<file path="config.mk">
export PLATFORM = sky130hd
export DESIGN_NAME = parking_exit_gate_flat
export DESIGN_NICKNAME = d
export VERILOG_FILES = /design/src/rtl/parking_exit_gate_if.sv /design/src/rtl/parking_exit_gate.sv /design/src/flat_wrapper.sv
export SDC_FILE = /design/constraint.sdc
export NUM_CORES = 1
export LEC_CHECK = 0
export BUFFER_PORTS_ARGS = -buffer_cell sky130_fd_sc_hd__buf_2
export CORE_AREA = 2 2 42 48
export CTS_CLUSTER_DIAMETER = 200
export DETAILED_ROUTE_END_ITERATION = 8
export DIE_AREA = 0 0 44 50
export PLACE_DENSITY = 0.79
export SYNTH_ARGS = -nofsm -noshare
export SYNTH_HDL_FRONTEND = slang
export SYNTH_SLANG_ARGS = --single-unit
</file>
<file path="constraint.sdc">
create_clock -name clk -period 3.08 [get_ports clk]
set_clock_uncertainty 0.1 [all_clocks]
set_input_delay 0 -clock clk [delete_from_list [all_inputs] [get_ports clk]]
set_output_delay 0 -clock clk [all_outputs]
set_load 0.05 [all_outputs]
</file>
<file path="src/rtl/parking_exit_gate_if.sv">
// Signal bundle between the exit-gate controller and its sensors/ticket reader.
// The slave modport is the gate controller; the master modport is the field side.
interface parking_exit_gate_if;
    logic       sensor_exit;
    logic       sensor_gone;
    logic [3:0] ticket;
    logic       ticket_valid;
    logic [3:0] countcar;
    logic       GREEN_LED;
    logic       RED_LED;
    logic [2:0] indicator;
    logic       car_left;
    logic [1:0] attempts;
    logic       alarm;

    modport master (
        output sensor_exit, sensor_gone, ticket, ticket_valid, countcar,
        input  GREEN_LED, RED_LED, indicator, car_left, attempts, alarm
    );

    modport slave (
        input  sensor_exit, sensor_gone, ticket, ticket_valid, countcar,
        output GREEN_LED, RED_LED, indicator, car_left, attempts, alarm
    );
endinterface

</file>
<file path="src/rtl/parking_exit_gate.sv">
// Parking exit barrier controller: Moore FSM checking exit tickets, with timeout,
// wrong-ticket lockout and empty-lot fault detection.
module parking_exit_gate #(
    parameter logic [3:0] EXIT_CODE    = 4'b1011,
    parameter logic [7:0] WAIT_LIMIT   = 8'd30,
    parameter logic [1:0] MAX_ATTEMPTS = 2'd3
) (
    input logic                  clk,
    input logic                  reset,
    parking_exit_gate_if.slave   bus
);

    typedef enum logic [2:0] {
        IDLE        = 3'b000,
        WAIT_TICKET = 3'b001,
        WRONG       = 3'b010,
        OPEN        = 3'b011,
        FAULT       = 3'b100,
        LOCKOUT     = 3'b101
    } state_t;

    state_t     state_q, state_d;
    logic [7:0] timer_q, timer_d;
    logic [1:0] attempts_q, attempts_d;
    logic       car_left_q, car_left_d;
    logic       green_q, green_d;
    logic       red_q, red_d;
    logic       alarm_q, alarm_d;
    logic [1:0] attempts_inc;
    logic       ticket_ok;

    always_comb begin
        state_d      = state_q;
        timer_d      = timer_q;
        attempts_d   = attempts_q;
        car_left_d   = 1'b0;
        // Saturating increment so the counter can never wrap past the lockout limit
        attempts_inc = (attempts_q == MAX_ATTEMPTS) ? attempts_q : attempts_q + 2'd1;
        ticket_ok    = (bus.ticket == EXIT_CODE);

        case (state_q)
            IDLE: begin
                timer_d    = '0;
                attempts_d = '0;
                if (bus.sensor_exit) begin
                    state_d = (bus.countcar != '0) ? WAIT_TICKET : FAULT;
                end
            end
            WAIT_TICKET: begin
                if (bus.ticket_valid) begin
                    if (ticket_ok) begin
                        state_d = OPEN;
                    end else begin
                        attempts_d = attempts_inc;
                        state_d    = (attempts_inc == MAX_ATTEMPTS) ? LOCKOUT : WRONG;
                    end
                end else if (timer_q == WAIT_LIMIT - 8'd1) begin
                    state_d    = IDLE;
                    timer_d    = '0;
                    attempts_d = '0;
                end else begin
                    timer_d = timer_q + 8'd1;
                end
            end
            WRONG: begin
                if (bus.ticket_valid) begin
                    if (ticket_ok) begin
                        state_d = OPEN;
                    end else begin
                        attempts_d = attempts_inc;
                        state_d    = (attempts_inc == MAX_ATTEMPTS) ? LOCKOUT : WRONG;
                    end
                end
            end
            OPEN: begin
                // A second car already waiting (tailgate) goes straight back to ticket check
                if (bus.sensor_gone) begin
                    car_left_d = 1'b1;
                    attempts_d = '0;
                    timer_d    = '0;
                    state_d    = bus.sensor_exit ? WAIT_TICKET : IDLE;
                end
            end
            FAULT: begin
                if (!bus.sensor_exit) begin
                    state_d = IDLE;
                end
            end
            LOCKOUT: begin
                state_d = LOCKOUT;
            end
            default: begin
                state_d = IDLE;
            end
        endcase

        green_d = (state_d == OPEN);
        red_d   = (state_d inside {WAIT_TICKET, WRONG, FAULT, LOCKOUT});
        alarm_d = (state_d inside {FAULT, LOCKOUT});
    end

    always_ff @(posedge clk) begin
        if (reset) begin
            state_q    <= IDLE;
            timer_q    <= '0;
            attempts_q <= '0;
            car_left_q <= 1'b0;
            green_q    <= 1'b0;
            red_q      <= 1'b0;
            alarm_q    <= 1'b0;
        end else begin
            state_q    <= state_d;
            timer_q    <= timer_d;
            attempts_q <= attempts_d;
            car_left_q <= car_left_d;
            green_q    <= green_d;
            red_q      <= red_d;
            alarm_q    <= alarm_d;
        end
    end

    assign bus.indicator = state_q;
    assign bus.GREEN_LED = green_q;
    assign bus.RED_LED   = red_q;
    assign bus.alarm     = alarm_q;
    assign bus.car_left  = car_left_q;
    assign bus.attempts  = attempts_q;

endmodule

</file>
<file path="src/flat_wrapper.sv">
// flat-port wrapper written by rule: the top's interface ports become plain ports
module parking_exit_gate_flat 
#(
    parameter logic [3:0] EXIT_CODE    = 4'b1011,
    parameter logic [7:0] WAIT_LIMIT   = 8'd30,
    parameter logic [1:0] MAX_ATTEMPTS = 2'd3
)
  (clk, reset, bus_sensor_exit, bus_sensor_gone, bus_ticket, bus_ticket_valid, bus_countcar, bus_GREEN_LED, bus_RED_LED, bus_indicator, bus_car_left, bus_attempts, bus_alarm);
  parking_exit_gate_if bus_i ();
  input logic clk;
  input logic reset;
  input wire logic [$bits(bus_i.sensor_exit)-1:0] bus_sensor_exit;
  input wire logic [$bits(bus_i.sensor_gone)-1:0] bus_sensor_gone;
  input wire logic [$bits(bus_i.ticket)-1:0] bus_ticket;
  input wire logic [$bits(bus_i.ticket_valid)-1:0] bus_ticket_valid;
  input wire logic [$bits(bus_i.countcar)-1:0] bus_countcar;
  output wire logic [$bits(bus_i.GREEN_LED)-1:0] bus_GREEN_LED;
  output wire logic [$bits(bus_i.RED_LED)-1:0] bus_RED_LED;
  output wire logic [$bits(bus_i.indicator)-1:0] bus_indicator;
  output wire logic [$bits(bus_i.car_left)-1:0] bus_car_left;
  output wire logic [$bits(bus_i.attempts)-1:0] bus_attempts;
  output wire logic [$bits(bus_i.alarm)-1:0] bus_alarm;
  assign bus_i.sensor_exit = bus_sensor_exit;
  assign bus_i.sensor_gone = bus_sensor_gone;
  assign bus_i.ticket = bus_ticket;
  assign bus_i.ticket_valid = bus_ticket_valid;
  assign bus_i.countcar = bus_countcar;
  assign bus_GREEN_LED = bus_i.GREEN_LED;
  assign bus_RED_LED = bus_i.RED_LED;
  assign bus_indicator = bus_i.indicator;
  assign bus_car_left = bus_i.car_left;
  assign bus_attempts = bus_i.attempts;
  assign bus_alarm = bus_i.alarm;
  parking_exit_gate #(.EXIT_CODE(EXIT_CODE), .WAIT_LIMIT(WAIT_LIMIT), .MAX_ATTEMPTS(MAX_ATTEMPTS)) u_core (.clk(clk), .reset(reset), .bus(bus_i));
endmodule
</file>
==> flow_summary.json <==
{
  "ant_nets": 0,
  "setup_violations": 0,
  "io_buffers": 21,
  "crit_arrival_ns": 2.06,
  "die_h_microns": 50,
  "final_max_slew_viol_count": 0,
  "final_cell_area_sq_um": 1057,
  "first_global_vias": 790,
  "first_pass_iters": 4,
  "min_period_ns": 1.920,
  "placed_area_sq_um": 1010,
  "start_kind": "flip-flop",
  "critPathRequiredTime_ns": 3.22,
  "instances_no_fill": 143,
  "synth-seq-cells": 17,
  "numCtsBuffers": 3,
  "cts-root-buf": "clkbuf_4",
  "cts_tree": "yes",
  "max_freq_mhz": 520.9,
  "fp.dieW_microns": 44,
  "ys_types": 42,
  "vias": 830,
  "ios": 22,
  "final-hold-violation-count": 0,
  "routabilityCongestion": 0.7980,
  "cts.clk_slew.worst_paths_ns": 0.11,
  "syn-cell-area_sq_um": 909.6,
  "clock_path_buffers": 2,
  "cp_max_fo": 5,
  "cts_sinks": 17,
  "status": "complete, no violations",
  "dpl_worst_slack_ns": 1.176,
  "hpwl_microns": 1454,
  "drc": 0,
  "clock_latency_ns": 0.31,
  "irDropWorstVdd_mv": 0.3292,
  "postSynthCellCount": 104,
  "p_per_area_nw_per_um2": 499.2,
  "crit_path_end_kind": "flip-flop",
  "routed_wl_microns": 1953,
  "worst_slack_ns": 1.160,
  "area_delta_synth_final_pct": 16.23,
  "grt_usage": 0.2022,
  "min_period_over_period": 0.6233,
  "yosysWarnings": 0,
  "avgSynthCellArea_sq_um": 8.746,
  "core_sq_um": 1722,
  "placed_cells": 137,
  "yosysSeqAreaShare": 0.3741,
  "grt_max_degree": 14,
  "path_class": "reg2reg",
  "fillCellCount": 145,
  "finalSetupTns_ns": 0,
  "post-cts-setup-buffers": 0,
  "max_slew.worst_pin.slew_ns": 0.4524,
  "grt_pass1_wl_microns": 3346,
  "drive_gt1_frac": 0.2640,
  "wire_per_inst_microns": 13.66,
  "power.leakage_nw": 0.4575,
  "globalRouteOverflowTotal": 0,
  "synth_nets": 119,
  "drt_iter0_drc": 11,
  "cap_viol_max_count": 0,
  "placement_rows": 16,
  "n_antenna_cell": 0,
  "htree_num_levels": 1,
  "start_util": 0.5283,
  "hp-class": "in2reg",
  "viasPerCell": 5.804,
  "nNetsFinal": 141,
  "dieArea_sq_um": 2200,
  "rsz0062_at_grt": "no",
  "antenna_found_initial": 0,
  "slew_headroom": 0.6980
}
==> layer usage <==
metal	wire, microns	vias up	GRT usage	share of wire
met2	1002	15	0.3407	0.51
met1	847	394	0.2422	0.43
met3	54	5	0.02198	0.028
li1	-	416	-	-
met4	48	0	0.1111	0.025
met5	0	-	0	0
==> logic make-up after synthesis <==
family / Yosys count / synth area share
adders and majority gates: 2 / 0.02751
DFF: 17 / 0.3741
AOI/OAI and AO/OA: 19 / 0.1513
buffers and inverters: 7 / 0.03439
and+or+nand+nor: 53 / 0.3549
xor gates and xnor gates: 6 / 0.05778
==> sequential cells by signal, indices dropped and copies added, names as in the netlist <==
name,cells
u_core.bus.GREEN_LED,1
u_core.bus.RED_LED,1
u_core.bus.alarm,1
u_core.bus.attempts,2
u_core.bus.car_left,1
u_core.bus.indicator,3
u_core.timer_q,8
==> cell type report <==
type,count,area (sq um),share of cell area
Clock buffer,3,22.52,0.02130
Sequential cell,17,340.3,0.3219
Clock inverter,1,5.005,0.004734
Multi-Input combinational cell,80,538.0,0.5089
Tap cell,18,22.52,0.02130
Inverter,1,3.754,0.003550
Timing Repair Buffer,23,125.1,0.1183
==> through the flow <==
stage               power [mW]  utilization  hold WS, ns
floorplan               0.3712            -      0.04384
global placement        0.3992       0.5865       0.1827
detailed placement      0.4026       0.5865       0.2007
CTS                     0.5304       0.6141     0.002322
global route            0.5525       0.6141      0.04124
finish                  0.5277       0.6141      0.01051
==> worst max-delay path, stage by stage (launching register included) <==
cell and delay [ns]:
dfxtp_1 0.42, ha_1 0.18, nand4_1 0.09, or4_4 0.45, o221a_1 0.26, o21ba_1 0.18, a211oi_2 0.18
==> cells in the mapped netlist <==
cell type | count | area, sq um
nor3_2 | 1 | 10.01
a31oi_1 | 1 | 6.260
nand4b_1 | 3 | 26.28
nand4_1 | 2 | 12.51
and3b_1 | 2 | 17.52
a211oi_2 | 1 | 12.51
and3_2 | 1 | 7.510
xnor2_1 | 3 | 26.28
nor3b_1 | 1 | 7.510
nand3_1 | 4 | 20.02
nor4b_2 | 1 | 15.01
o211a_1 | 1 | 10.01
or3_1 | 3 | 18.77
a21boi_1 | 1 | 7.510
a211o_1 | 1 | 8.760
or2_2 | 1 | 6.260
dfxtp_1 | 17 | 340.3
and3_1 | 2 | 12.51
nor4_1 | 1 | 6.260
o21ai_0 | 1 | 5.000
or3b_2 | 1 | 8.760
and4b_1 | 1 | 10.01
o21bai_1 | 1 | 7.510
nor3_1 | 2 | 10.01
o22ai_1 | 1 | 6.260
a21oi_1 | 7 | 35.03
inv_1 | 1 | 3.750
nand3b_1 | 1 | 7.510
a21o_1 | 1 | 7.510
xor2_1 | 3 | 26.28
o21ba_1 | 1 | 10.01
nor4_2 | 1 | 12.51
nor2_1 | 14 | 52.55
buf_2 | 4 | 20.02
clkbuf_1 | 2 | 7.510
or4_4 | 1 | 11.26
a221o_1 | 1 | 10.01
ha_1 | 2 | 25.02
nand2_1 | 5 | 18.77
nor2b_1 | 2 | 12.51
nand2b_1 | 3 | 18.77
o221a_1 | 1 | 11.26
==> report_power, final <==
| part | switching (mW) | internal [mW] |
|---|---|---|
| Combinational | 0.0950 | 0.0523 |
| Clock | 0.0799 | 0.0487 |
| Sequential | 0.0188 | 0.233 |
| Total | 0.194 | 0.334 |
==> worst paths after layout <==
| check | to | cells past startpoint | from | slack (ns) |
|---|---|---|---|---|
| setup / recovery | u_core.bus.RED_LED | 6 | u_core.timer_q[0] | 1.16 |
| setup reg to reg | u_core.bus.RED_LED | 6 | u_core.timer_q[0] | 1.16 |
| hold / removal | u_core.timer_q[0] | 3 | bus_ticket_valid | 0.01 |
| hold reg to reg | u_core.timer_q[1] | 2 | u_core.timer_q[1] | 0.41 |
==> repair_timing <==
action	CTS	global route
endpoints found under the hold margin	9	0
resized for setup	0	0
hold buffers	2	0
==> layout by cell type (no fill, tap or decap), types with 2 or more instances in the layout <==
master / n
and3_1: 2
nand2b_1: 3
or3_1: 3
buf_2: 21
nand4_1: 2
dfxtp_1: 17
xnor2_1: 3
ha_1: 2
nand2_1: 5
nor2_1: 14
nor3_1: 2
and3b_1: 2
nor2b_1: 2
nand4b_1: 3
a21oi_1: 7
dlygate4sd3_1: 2
nand3_1: 4
clkbuf_4: 3
xor2_1: 3
Note: power is estimated with default switching activity, not from simulation.
